File: config.mk
export PLATFORM = sky130hd
export DESIGN_NAME = adc_ctrl
export DESIGN_NICKNAME = d
export VERILOG_FILES = /design/src/rtl/adc_ctrl_pkg.sv /design/src/rtl/adc_ctrl_sync2.sv /design/src/rtl/adc_ctrl.sv
export SDC_FILE = /design/constraint.sdc
export NUM_CORES = 1
export LEC_CHECK = 0
export CORE_MARGIN = 5
export CORE_UTILIZATION = 37
export CTS_BUF_LIST = sky130_fd_sc_hd__clkbuf_4 sky130_fd_sc_hd__clkbuf_8
export CTS_CLUSTER_SIZE = 28
export DETAILED_ROUTE_END_ITERATION = 8
export GPL_ROUTABILITY_DRIVEN = 1
export SLEW_MARGIN = 20
export SYNTH_ARGS = -nofsm -noshare
export SYNTH_HDL_FRONTEND = slang
export SYNTH_SLANG_ARGS = --single-unit
File: constraint.sdc
create_clock -name CLK -period 1.9 [get_ports CLK]
set_input_delay 0.285 -clock CLK [delete_from_list [all_inputs] [get_ports CLK]]
set_output_delay 0.285 -clock CLK [all_outputs]
set_load 0.005 [all_outputs]
File: src/rtl/adc_ctrl_pkg.sv
// Shared types and defaults for the AD574-style ADC sequencer.
// The pin-drive helper keeps the CS/CE/RC encoding for each state in one place.
package adc_ctrl_pkg;

    localparam int ADC_W = 12;
    localparam int CH_W  = 4;
    localparam int CNT_W = 16;

    localparam int SETTLE_CYCLES_DEF    = 8;
    localparam int START_CYCLES_DEF     = 4;
    localparam int BUSY_WAIT_CYCLES_DEF = 16;
    localparam int READ_CYCLES_DEF      = 4;

    typedef enum logic [2:0] {
        IDLE,
        SETTLE,
        START,
        WAIT_BUSY,
        WAIT_DONE,
        READ,
        DONE
    } state_t;

    typedef struct packed {
        logic csn;
        logic ce;
        logic rc;
    } pins_t;

    // START is a convert strobe (RC=0), READ a read strobe (RC=1); otherwise the ADC is deselected.
    function automatic pins_t pins_for(input state_t s);
        pins_t p;
        p = '{csn: 1'b1, ce: 1'b0, rc: 1'b1};
        if (s == START) p = '{csn: 1'b0, ce: 1'b1, rc: 1'b0};
        if (s == READ)  p = '{csn: 1'b0, ce: 1'b1, rc: 1'b1};
        return p;
    endfunction

endpackage

File: src/rtl/adc_ctrl_sync2.sv
// Two-flop synchronizer for asynchronous status inputs.
module adc_ctrl_sync2 #(
    parameter int W = 1
) (
    input  logic         gclk,
    input  logic         grst_n,
    input  logic [W-1:0] d,
    output logic [W-1:0] q
);

    logic [W-1:0] meta;

    always_ff @(posedge gclk or negedge grst_n) begin
        if (!grst_n) begin
            meta <= '0;
            q    <= '0;
        end else begin
            meta <= d;
            q    <= meta;
        end
    end

endmodule

File: src/rtl/adc_ctrl.sv
// Sequencer for a 12-bit parallel ADC behind a 16:1 mux: select, settle, convert, wait on STS, read.
// Pin outputs are registered from the next state so each strobe lines up exactly with its state.
module adc_ctrl
    import adc_ctrl_pkg::*;
#(
    parameter int SETTLE_CYCLES    = SETTLE_CYCLES_DEF,
    parameter int START_CYCLES     = START_CYCLES_DEF,
    parameter int BUSY_WAIT_CYCLES = BUSY_WAIT_CYCLES_DEF,
    parameter int READ_CYCLES      = READ_CYCLES_DEF
) (
    input  logic             CLK,
    input  logic             RSTn,
    input  logic             Read,
    input  logic [CH_W-1:0]  Channel_Select,
    input  logic [ADC_W-1:0] ADC_DATA,
    input  logic             ADC_STS,
    output logic [CH_W-1:0]  ADC_MUX,
    output logic             ADC_CSn,
    output logic             ADC_CE,
    output logic             ADC_RC,
    output logic [ADC_W-1:0] Data,
    output logic [CH_W-1:0]  Data_Channel,
    output logic             Data_Valid,
    output logic             Busy
);

    state_t           state, nxt;
    logic [CNT_W-1:0] cnt, cnt_nxt;
    logic [CH_W-1:0]  ch_reg;
    logic             sts_s;
    pins_t            pins;

    adc_ctrl_sync2 #(.W(1)) u_sts_sync (
        .gclk   (CLK),
        .grst_n (RSTn),
        .d      (ADC_STS),
        .q      (sts_s)
    );

    always_comb begin
        nxt     = state;
        cnt_nxt = cnt + 1'b1;
        case (state)
            IDLE:      if (Read) nxt = SETTLE;
            SETTLE:    if (cnt == CNT_W'(SETTLE_CYCLES - 1)) nxt = START;
            START:     if (cnt == CNT_W'(START_CYCLES - 1)) nxt = WAIT_BUSY;
            // A missed or already-finished conversion falls through after the timeout.
            WAIT_BUSY: if (sts_s || cnt == CNT_W'(BUSY_WAIT_CYCLES - 1)) nxt = WAIT_DONE;
            WAIT_DONE: if (!sts_s) nxt = READ;
            READ:      if (cnt == CNT_W'(READ_CYCLES - 1)) nxt = DONE;
            DONE:      nxt = IDLE;
            default:   nxt = IDLE;
        endcase
        if (nxt != state || state == IDLE || state == WAIT_DONE) cnt_nxt = '0;
        pins = pins_for(nxt);
    end

    always_ff @(posedge CLK or negedge RSTn) begin
        if (!RSTn) begin
            state        <= IDLE;
            cnt          <= '0;
            ch_reg       <= '0;
            ADC_CSn      <= 1'b1;
            ADC_CE       <= 1'b0;
            ADC_RC       <= 1'b1;
            Data         <= '0;
            Data_Channel <= '0;
            Data_Valid   <= 1'b0;
            Busy         <= 1'b0;
        end else begin
            state      <= nxt;
            cnt        <= cnt_nxt;
            ADC_CSn    <= pins.csn;
            ADC_CE     <= pins.ce;
            ADC_RC     <= pins.rc;
            Busy       <= (nxt != IDLE);
            Data_Valid <= (nxt == DONE);
            if (state == IDLE && Read) ch_reg <= Channel_Select;
            // Sample the bus on the last read-strobe cycle, when its output is stable.
            if (state == READ && nxt == DONE) begin
                Data         <= ADC_DATA;
                Data_Channel <= ch_reg;
            end
        end
    end

    assign ADC_MUX = ch_reg;

endmodule

---- Word level (Yosys, flattened, before mapping) ----
Cells that the tools add are included.
word-level totals
  flip-flop bits (word level) ............. 46
  input port bits ......................... 20
  output and inout port bits .............. 25
  word-level logic and storage cells ...... 42
cells by class
  add/sub/neg operators ................... 1
  eq/ne operators ......................... 12
  muxes and demuxes ....................... 10
  reduce and logical (&&, ||, !) cells .... 7
operators with widths
  cell                                                              number
  3-bit two-way mux                                                 8
  3-bit case mux with 6 select lines                                1
  16-bit by 1-bit adder with 16-bit output, second input constant   1
  16-bit by 2-bit == test with 1-bit output, second input constant  1
  16-bit by 3-bit == test with 1-bit output, second input constant  1
  16-bit by 4-bit == test with 1-bit output, second input constant  1
  16-bit two-way mux                                                1
  3-bit == test, second input constant                              4
  3-bit by 2-bit == test with 1-bit output, second input constant   3
  3-bit by 1-bit == test with 1-bit output, second input constant   1
  3-bit logical NOT                                                 1
  1-bit logical OR                                                  3
  3-bit != test                                                     1
  3-bit nonzero test                                                1
  1-bit logical AND                                                 2

---- Logic depth before layout (Yosys ltp) ----
Gate-level depths: netlist of the first run.
  depth after elaboration ................. 8
  depth in mapped cells ................... 7
  depth with buffers taken out ............ 6

---- Hierarchy ----
A second synthesis of the first run with hierarchy kept.
unflattened totals
  cells, all modules ...................... 179
  area total of the unflattened synthesis .. 2148.3 µm²
modules (own cells, without submodules)
  module          times used  cells an instance  area an instance (µm²)  seq. area each (µm²)
  adc_ctrl        1           177                2098.3                  1103.6
  adc_ctrl_sync2  1           2                  50.0                    50.0

---- Worst setup path before layout of the first run ----
No wires, ideal clock.
  path type ............................... reg-to-reg
  start ................................... reg cnt[0]
  end ..................................... reg Data[10]
  library setup time ...................... 0.127 ns
  arrival time ............................ 1.772 ns
  data required time ...................... 1.773 ns
  setup slack ............................. 0.000 ns
  stages on the path, launching flop included .. 8
  buffers on the path ..................... 1
  period minus slack after synthesis ...... 1.900 ns
  cells stage by stage .................... dfrtp_1 ha_1 nor2b_1 and3_1 nand4_1 nor2_2 buf_6 mux2_1
on the way
  cells in the longest elaborated chain, start to end .. 6
  elaborated cells between the ends (all ways) .. 11
  those cells by class .................... eq/ne (4); mux (5); reduce/logical (2)
RTL lines
  element                                    RTL line        text
  from (decl)                                adc_ctrl.sv:28  logic [CNT_W-1:0] cnt, cnt_nxt;
  from (signal assigned)                     adc_ctrl.sv:72  cnt <= cnt_nxt;
  16-bit by 4-bit == test with 1-bit output  adc_ctrl.sv:48  WAIT_BUSY: if (sts_s || cnt == CNT_W'(BUSY_WAIT_CYCLES - 1)) nxt = WAIT_DONE;
  1-bit logical OR                           adc_ctrl.sv:48
  3-bit two-way mux                          adc_ctrl.sv:48
  3-bit case mux with 6 select lines (*)     adc_ctrl.sv:43  case (state)
  3-bit == test (*)                          adc_ctrl.sv:80  if (state == READ && nxt == DONE) begin
  1-bit logical AND (*)                      adc_ctrl.sv:80
  to (signal assigned)                       adc_ctrl.sv:66  Data <= '0;
  to (signal assigned)                       adc_ctrl.sv:81  Data <= ADC_DATA;
  to (decl)                                  adc_ctrl.sv:21  output logic [ADC_W-1:0] Data,
Mark *: on every way between the ends. The rest lies on a longest branch, timed or not.
A chain may end at the register's enable or synchronous reset.

---- Worst setup path after layout of the first run ----
  start ................................... reg cnt[0]
  end ..................................... reg Data[8]
Same word-level chain as after synthesis.

==> results by stage, run 1 <==
Yosys:
- The main combinational cell family by area after synthesis is simple AND/OR/NAND/NOR gates.
- The synthesized instance count is 175.
- Ranked by total cell area, the synthesized netlist is headed by sky130_fd_sc_hd__dfrtp_1, sky130_fd_sc_hd__mux2_1, sky130_fd_sc_hd__mux2_2.
- The adder and majority gate portion of the synthesized area is 0.006120.
- The post-synthesis cell type with the largest combined area is sky130_fd_sc_hd__dfrtp_1.
- The number of enable-type register cells in the synthesized netlist is 0.
- The total of flip-flops plus latches after synthesis is 46.
- Measured against the total synthesized area, the mux share comes to 0.1102.
- The mean instance size in the synthesized netlist is approximately 12 um^2.
- Counting distinct cell types in the post-synthesis netlist gives 34.
- The XOR/XNOR share of the synthesized area is 0.06426.
- The synthesized-area fraction occupied by ao, oa, aoi and oai cells is 0.03672.
- Of the post-synthesis cell area, the dominant cell type holds 0.5386.
- The async set-or-reset flop fraction in the synthesized netlist is 1.000.
- The most frequent cell after synthesis is sky130_fd_sc_hd__dfrtp_1.
- The synthesized netlist occupies a cell area of ~2000 um^2.
- For this run, the register share of the synthesized area comes to 0.5643.
- Of the total synthesized cell area, the portion taken by AND, OR, NAND and NOR gates is 0.1922.
- Synthesis produced a netlist with a net count of 196.
- The commonest cells after synthesis are sky130_fd_sc_hd__dfrtp_1, sky130_fd_sc_hd__nor2_1, sky130_fd_sc_hd__nand2_1.
- Among all flip-flop cells after synthesis, the most frequent one is sky130_fd_sc_hd__dfrtp_1.
- During synthesis, Yosys emitted a total of 0 warnings.

Routing:
- The count of nets left with antenna violations once routing finished came out at 0.
- Wires add up to ~4.3 mm.
- The number of remaining DRC errors is 0.
- The average via count per standard cell is roughly 4.7.
- After the first detailed-routing iteration, the DRC count stood at between 50 and 60.
- The pre-antenna-repair detailed-routing pass consisted of 4 iterations.
- The total vias in the final route is about 1,500.
- The per-cell routed wire length is 13.83 um.

Timing:
- At the pin with the least slew margin, the transition time is ~0.57 ns.
- Final hold analysis gives a worst-case slack of just under 0.06 ns.
- The sum of negative setup slack is 0 ns.
- The number of max-slew violations in the final report came to 0.
- The worst path in the final design needs a cycle of approximately 1.9 ns, including I/O delays and setup.
- The number of endpoints with negative hold slack in the final report came to 0.
- The max-slew headroom at the worst pin is 0.6187.
- The slack of the critical path is around 0.02 ns.
- The worst-case clock skew is around 0.01 ns.
- Dividing the final minimum period by the clock period gives 0.9897.
- Setup repair after global routing could not meet its margin everywhere.
- The highest achievable clock rate is roughly 530 MHz.
- Setup violations remaining at the end of the flow were counted as 0.

Final layout:
- 0 antenna diodes ended up in the layout.
- The area growth from synthesis to layout is 42.04%.
- The net count of the finished layout is around 260.
- The final core utilization is 0.5339.
- In the final layout, the share of cells above drive strength 1 is 0.2573.
- The fill cell total of the finished layout is about 480.

Floorplan:
- The area of the core is roughly 5400 um^2.
- The die area is ~7100 um^2.
- The die boundary width is between 80 and 90 um.
- The number of placement rows is 27.
- For this configuration, the core starts out at a cell density of 0.3759.
- The vertical extent of the die is 84.34 um.
- Pin placement for this block handled 45 I/O pins.

CTS:
- The H-tree was split into 2 levels.
- The clock latency of the later-clocked register in the worst-skew pair is 0.30 ns.
- The number of hold buffers added after cts is 0.
- The total clock buffers created by CTS is 5.
- The cell sitting at the root of the clock tree is a sky130_fd_sc_hd__clkbuf_8.
- TritonCTS built the clock tree.
- CTS saw 46 sinks.
- Counting along the longest clock path gives a buffer depth of 2.
- After clock tree synthesis, the clock-pin slew on the worst setup and hold paths is roughly 0.090 ns.

Power and ir drop:
- The static power due to leakage is 1.276 nW.
- The part of the total power dissipated in sequential elements is 0.401.
- The clock share of power is 0.166.
- The internal portion of the total power is around 2.6 mW.
- The worst-case IR drop observed on VDD is roughly 440 uV.
- Dividing total power by cell area gives a power density of 1277 nW/um^2.
- Of the total power, the share spent switching nets is 0.3056.
- The reported net switching power is roughly 1.1 mW.
- The proportion of power drawn by combinational gates is 0.433.

Placement:
- Before CTS, the worst setup slack after placement is -0.01758 ns.
- Summed over all nets, the half-perimeter wirelength after detailed placement is just under 3 mm.
- The number of buffer cells added on primary ports is between 40 and 50.
- The congestion estimate from routability-driven global placement came to approximately 0.77.

Setup path:
- The launching instance or port of the critical path is cnt[0].
- The endpoint class of the critical path is a register.
- The longest individual stage delay on the worst path is between 0.3 and 0.4 ns.
- Together, buffers and inverters on the worst path number 1.
- Traced cell by cell, the critical path runs through ha_2, nor2b_2, and3_1, nand4_1, nor2_4, clkbuf_16, mux2_4.
- The kind of cell with the highest combined delay on the critical path is simple AND/OR/NAND/NOR gates.
- For the worst setup path, the data required time is around 2.1 ns.
- The critical path is of the reg -> reg type.
- The beginning of the worst register-to-register path is cnt[0].
- The worst-path maximum fanout is 8.
- STA classifies the critical path startpoint as a register.
- The data arrival time of the worst path is 2.07 ns.
- The library cell contributing the largest single delay on the critical path is sky130_fd_sc_hd__dfrtp_1.

Flow run:
- Max-cap violations in this run came to 0.

Global route:
- The global router's overall resource usage is 0.1141.
- Global routing finished with a remaining overflow of 0.
- The initial antenna violation count was 0.
- The first global-routing pass estimated 6.458 mm of wire.
- The via count of the first global-routing pass is around 1,400.
- The pin count of the biggest net entering global routing is between 40 and 50.

Status:
- The flow ran to the end, and the final reports show no timing, DRC or antenna violations.

Hold path:
- In this run the worst hold path is classified as in -> async.
==> cells in the final DEF (no fill, tap or decap), drive strengths merged, types with 9 or more instances in the layout <==
master | synthesis | final
dfrtp | 44 | 44
clkdlybuf4s50 | 0 | 43
mux2 | 20 | 20
nand2 | 12 | 12
nor2 | 23 | 23
xor2 | 9 | 9
buf | 3 | 21
==> final timing paths <==
check,to,slack (ns),depth (start not counted)
max in group asynchronous,ADC_CSn,1.45,2
worst min register to register,u_sts_sync.q,0.40,0
worst max-delay path,Data[8],0.02,7
worst max register to register,Data[8],0.02,7
min in group CLK,u_sts_sync.q,0.40,0
worst min-delay path,ADC_MUX[2],0.06,2
==> timing repair <==
action | 4_1_cts | 5_1_grt
buffers inserted | 2 | 4
resized for setup | 0 | 22
pin swaps | 1 | 8
endpoints found under the setup margin | 12 | 34
gates cloned | 0 | 1
hold endpoints to repair | 0 | 0
==> state kept, by name, indices dropped and copies added, names as in the netlist <==
signal / count
ADC_CE: 1
u_sts_sync.meta: 1
ADC_RC: 1
state: 3
ADC_MUX: 4
ADC_CSn: 1
Data_Valid: 1
cnt: 16
Data: 12
Busy: 1
Data_Channel: 4
u_sts_sync.q: 1
==> metrics by stage <==
stage	power (mW)	instances	area [um^2]
2_1_floorplan	2.106	175	2044
3_5_place_dp	2.806	298	2649
6_report	3.707	313	2904
4_1_cts	3.546	308	2770
5_1_grt	3.947	313	2904
3_3_place_gp	2.786	298	2649
==> worst reg2reg max path, stage by stage, from the launching register on <==
cell                        delay, ns
sky130_fd_sc_hd__dfrtp_1         0.38
sky130_fd_sc_hd__ha_2            0.19
sky130_fd_sc_hd__nor2b_2         0.16
sky130_fd_sc_hd__and3_1          0.20
sky130_fd_sc_hd__nand4_1         0.13
sky130_fd_sc_hd__nor2_4          0.21
sky130_fd_sc_hd__clkbuf_16       0.19
sky130_fd_sc_hd__mux2_4          0.30
==> kinds of logic (layout without fill, tap and decap cells) <==
group,count (synthesis),count (layout)
AO/OA/AOI/OAI,12,12
AND/OR/NAND/NOR,70,70
XOR/XNOR,15,15
flip-flops,46,46
adder cells (fa/ha/maj),1,1
buffers and inverters,11,77
multiplexers,20,20
==> layer usage <==
| layer | vias to the layer above | share of wire | global-route usage |
|---|---|---|---|
| li1 | 733 | - | - |
| met5 | - | 0 | 0 |
| met2 | 34 | 0.50 | 0.1858 |
| met3 | 5 | 0.045 | 0.03729 |
| met1 | 693 | 0.44 | 0.1467 |
| met4 | 0 | 0.011 | 0.03022 |
==> power groups by stage <==
stage | registers, mW | logic [mW] | clock network, mW
floorplan | 1.45 | 0.656 | 0
global placement | 1.48 | 1.30 | 0
detailed placement | 1.49 | 1.32 | 0
CTS | 1.47 | 1.43 | 0.647
global route | 1.53 | 1.72 | 0.693
finish | 1.49 | 1.60 | 0.616
==> cell type report <==
class,count,area [um^2],share of cell area
multi-input cells,118,915.9,0.3154
repair buffers,65,635.6,0.2189
clock inverters,3,25.02,0.008617
clock buffers,5,68.82,0.02370
flip-flops and latches,46,1154,0.3972
well taps,72,90.09,0.03102
inverters,4,15.01,0.005170
No activity file was read; power rests on OpenSTA's default activity.
==> inputs of run 2 (changes only) <==
--- a/config.mk
+++ b/config.mk
@@ -11,6 +11,7 @@
 export CTS_CLUSTER_SIZE = 28
 export DETAILED_ROUTE_END_ITERATION = 8
 export GPL_ROUTABILITY_DRIVEN = 1
+export MAX_ROUTING_LAYER = met4
 export SLEW_MARGIN = 20
 export SYNTH_ARGS = -nofsm -noshare
 export SYNTH_HDL_FRONTEND = slang
==> run 2 against run 1 <==
Utilization shrank 0.55 points; first-iteration DRC count grew 20%; wire length shrank 3.0%; critical endpoint is now Data[4]; largest cell class unchanged.
==> results by stage, run 2 (synthesis gave the netlist of run 1 again) <==
Status:
- The run finished with clean final reports.

Global route:
- The first global-routing pass estimated about 6.5 mm of wire.
- The via count of the first global-routing pass is about 1,400.
- The global router's overall resource usage is 0.1177.
- The pin count of the biggest net entering global routing is 47.
- The total grt overflow is 0.
- The initial antenna violation count is 0.

Timing:
- For this run, the top clock speed supported by timing is roughly 530 MHz.
- The slew at the pin with the worst max-slew slack is 0.5721 ns.
- The sum of negative setup slack is 0 ns.
- Measured against its own limit, the worst slew margin works out to 0.6186.
- Setup violations remaining at the end of the flow were counted as 0.
- Clock skew on the completed layout was measured at 0.01399 ns.
- The final worst-path cycle share is 0.9888.
- The routed design could run at a clock period as short as about 1.9 ns.
- The number of endpoints with negative hold slack in the final report is 0.
- The number of max-slew violations in the final report was 0.
- Setup repair after global routing could not meet its margin everywhere.
- Final hold analysis gives a worst-case slack of roughly 0.058 ns.

Routing:
- In the routed layout, each cell is associated on average with a via count of ~4.6.
- The remaining antenna violation count after routing is 0.
- For this block, the initial DRC count from the detailed router was 71.
- The total vias in the final route is 1,442.
- The total iterations of the first detailed-routing run is 4.
- In the routed design, unresolved DRC markers number 0.
- Dividing the detail-routed wire length by the instance count gives around 13 um.
- Wires add up to between 4 and 5 mm.

Final layout:
- The most common cell after layout, fill and taps aside is sky130_fd_sc_hd__dfrtp_1.
- The net count of the finished layout is around 260.
- The largest registers in the layout are cnt (16), Data (12).
- 0 antenna diodes ended up in the layout.
- Of the cells placed in the final design, the portion with a size suffix greater than 1 is 0.2241.
- Relative to the synthesized area, the layout overhead comes to 40.58%.
- In the layout the commonest cells are sky130_fd_sc_hd__dfrtp_1, sky130_fd_sc_hd__clkdlybuf4s50_1, sky130_fd_sc_hd__nor2_1, sky130_fd_sc_hd__buf_4, sky130_fd_sc_hd__nand2_1.
- Fill cells in the final layout number 485.
- The number of flip-flops in the largest register is 16.
- More flip-flops sit in one register than any other, and that register is cnt.

Placement:
- Detailed placement finished with a half-perimeter wire length of around 2.9 mm.
- The weighted congestion reported at the end of routability-driven placement is just under 0.8.
- The number of buffer cells added on primary ports is 44.

Floorplan:
- The area of the core is 5439 um^2.
- Measured along the y axis, the die boundary spans roughly 84 um.
- The die boundary width is between 80 and 90 um.
- The I/O pin count is 45.
- The initial cell density of the core is 0.3759.
- The die area is just over 7000 um^2.
- The number of placement rows is 27.

Setup path:
- The endpoint class of the critical path is a register.
- Along the worst path, the maximum fanout reaches 8.
- The data arrival time of the worst path is around 2.1 ns.
- Walking the worst path, the cells encountered are ha_2, nor2b_2, and3_1, nand4_1, nor2_4, clkbuf_16, mux2_1.
- The startpoint type of the worst setup path is a register.
- The type of the setup path with the least slack is reg -> reg.
- The required time at the endpoint of the critical path is about 2.1 ns.
- The library cell contributing the largest single delay on the critical path is sky130_fd_sc_hd__dfrtp_1.
- The longest individual stage delay on the worst path is 0.38 ns.

Flow run:
- The number of maximum-capacitance constraint violations is 0.

Hold path:
- The class of the tightest hold or removal check is in -> async.

CTS:
- The largest buffer count on any clock path is 2.
- The clock latency of the later-clocked register in the worst-skew pair is a little over 0.3 ns.
- The H-tree generated during clock tree synthesis spans 2 levels.
- In this run the clock root is driven by a sky130_fd_sc_hd__clkbuf_8.
- The number of hold buffers added after cts is 0.
- The total clock buffers created by CTS is 5.
- Counting every sink on the clock net gives 46.
- The CTS tree is built.
- Clock-pin slew was measured on the worst setup and hold paths at 0.10 ns.

Power and ir drop:
- The static power due to leakage is roughly 1.3 nW.
- Total power for the finished layout comes to about 3.6 mW.
- The power per standard cell area is 1259 nW/um^2.
- VDD sags by at most around 430 uV.
run 2: cell count changes in the layout (fill, tap and decap cells not counted):
cell,delta
sky130_fd_sc_hd__mux2_1,+8
sky130_fd_sc_hd__mux2_4,-8
run 2: per-layer routing:
metal / global-route usage / wire, um / vias up
met4: 0.03022 / 28 / 0
met5: - / 0 / -
met1: 0.1486 / 1868 / 676
met2: 0.1844 / 2086 / 32
met3: 0.03729 / 214 / 3
li1: - / - / 731
run 2: area by class of cell:
class / instances / area, um^2 / area share
Clock buffer: 5 / 68.82 / 0.02394
Sequential cell: 46 / 1154 / 0.4014
Inverter: 4 / 15.01 / 0.005224
Multi-Input combinational cell: 118 / 885.9 / 0.3082
Tap cell: 72 / 90.09 / 0.03135
Clock inverter: 3 / 25.02 / 0.008707
Timing Repair Buffer: 65 / 635.6 / 0.2212
run 2: path summary, 6_finish.rpt:
check / from / end / slack [ns] / depth (start not counted)
max: cnt[0] / Data[4] / 0.02 / 7
max in group asynchronous: RSTn / ADC_CSn / 1.45 / 2
min in group CLK: u_sts_sync.meta / u_sts_sync.q / 0.40 / 0
max reg2reg: cnt[0] / Data[4] / 0.02 / 7
min: RSTn / ADC_MUX[1] / 0.06 / 2
min reg2reg: u_sts_sync.meta / u_sts_sync.q / 0.40 / 0
run 2: through the flow:
stage | setup WS, ns | std cells | cell area (um^2) | utilization
global route | -0.08059 | 313 | 2874 | 0.5284
detailed placement | -0.01758 | 298 | 2649 | 0.4870
finish | 0.02127 | 313 | 2874 | 0.5284
floorplan | 0.0002649 | 175 | 2044 | -
global placement | 0.03588 | 298 | 2649 | 0.4870
CTS | 0.01177 | 308 | 2770 | 0.5093
run 2: power by group:
group	internal [mW]	switching, mW	total, mW
sequential	1.28	0.194	1.48
combinational	0.955	0.569	1.52
clock	0.266	0.354	0.619
total	2.50	1.12	3.62
run 2: repair_timing:
item	CTS	global route
pin swaps	1	8
gates cloned	0	1
endpoints found under the hold margin	0	0
gates resized for setup	0	14
setup buffers	2	4
endpoints found under the setup margin	12	34
run 2: critical path: cells and delay by family, from the launching register on:
| kind | cells | cell delay, ns |
|---|---|---|
| multiplexers | 1 | 0.32 |
| buffers and inverters | 1 | 0.18 |
| adder cells (fa/ha/maj) | 1 | 0.19 |
| AND/OR/NAND/NOR | 4 | 0.71 |
| flip-flops | 1 | 0.38 |
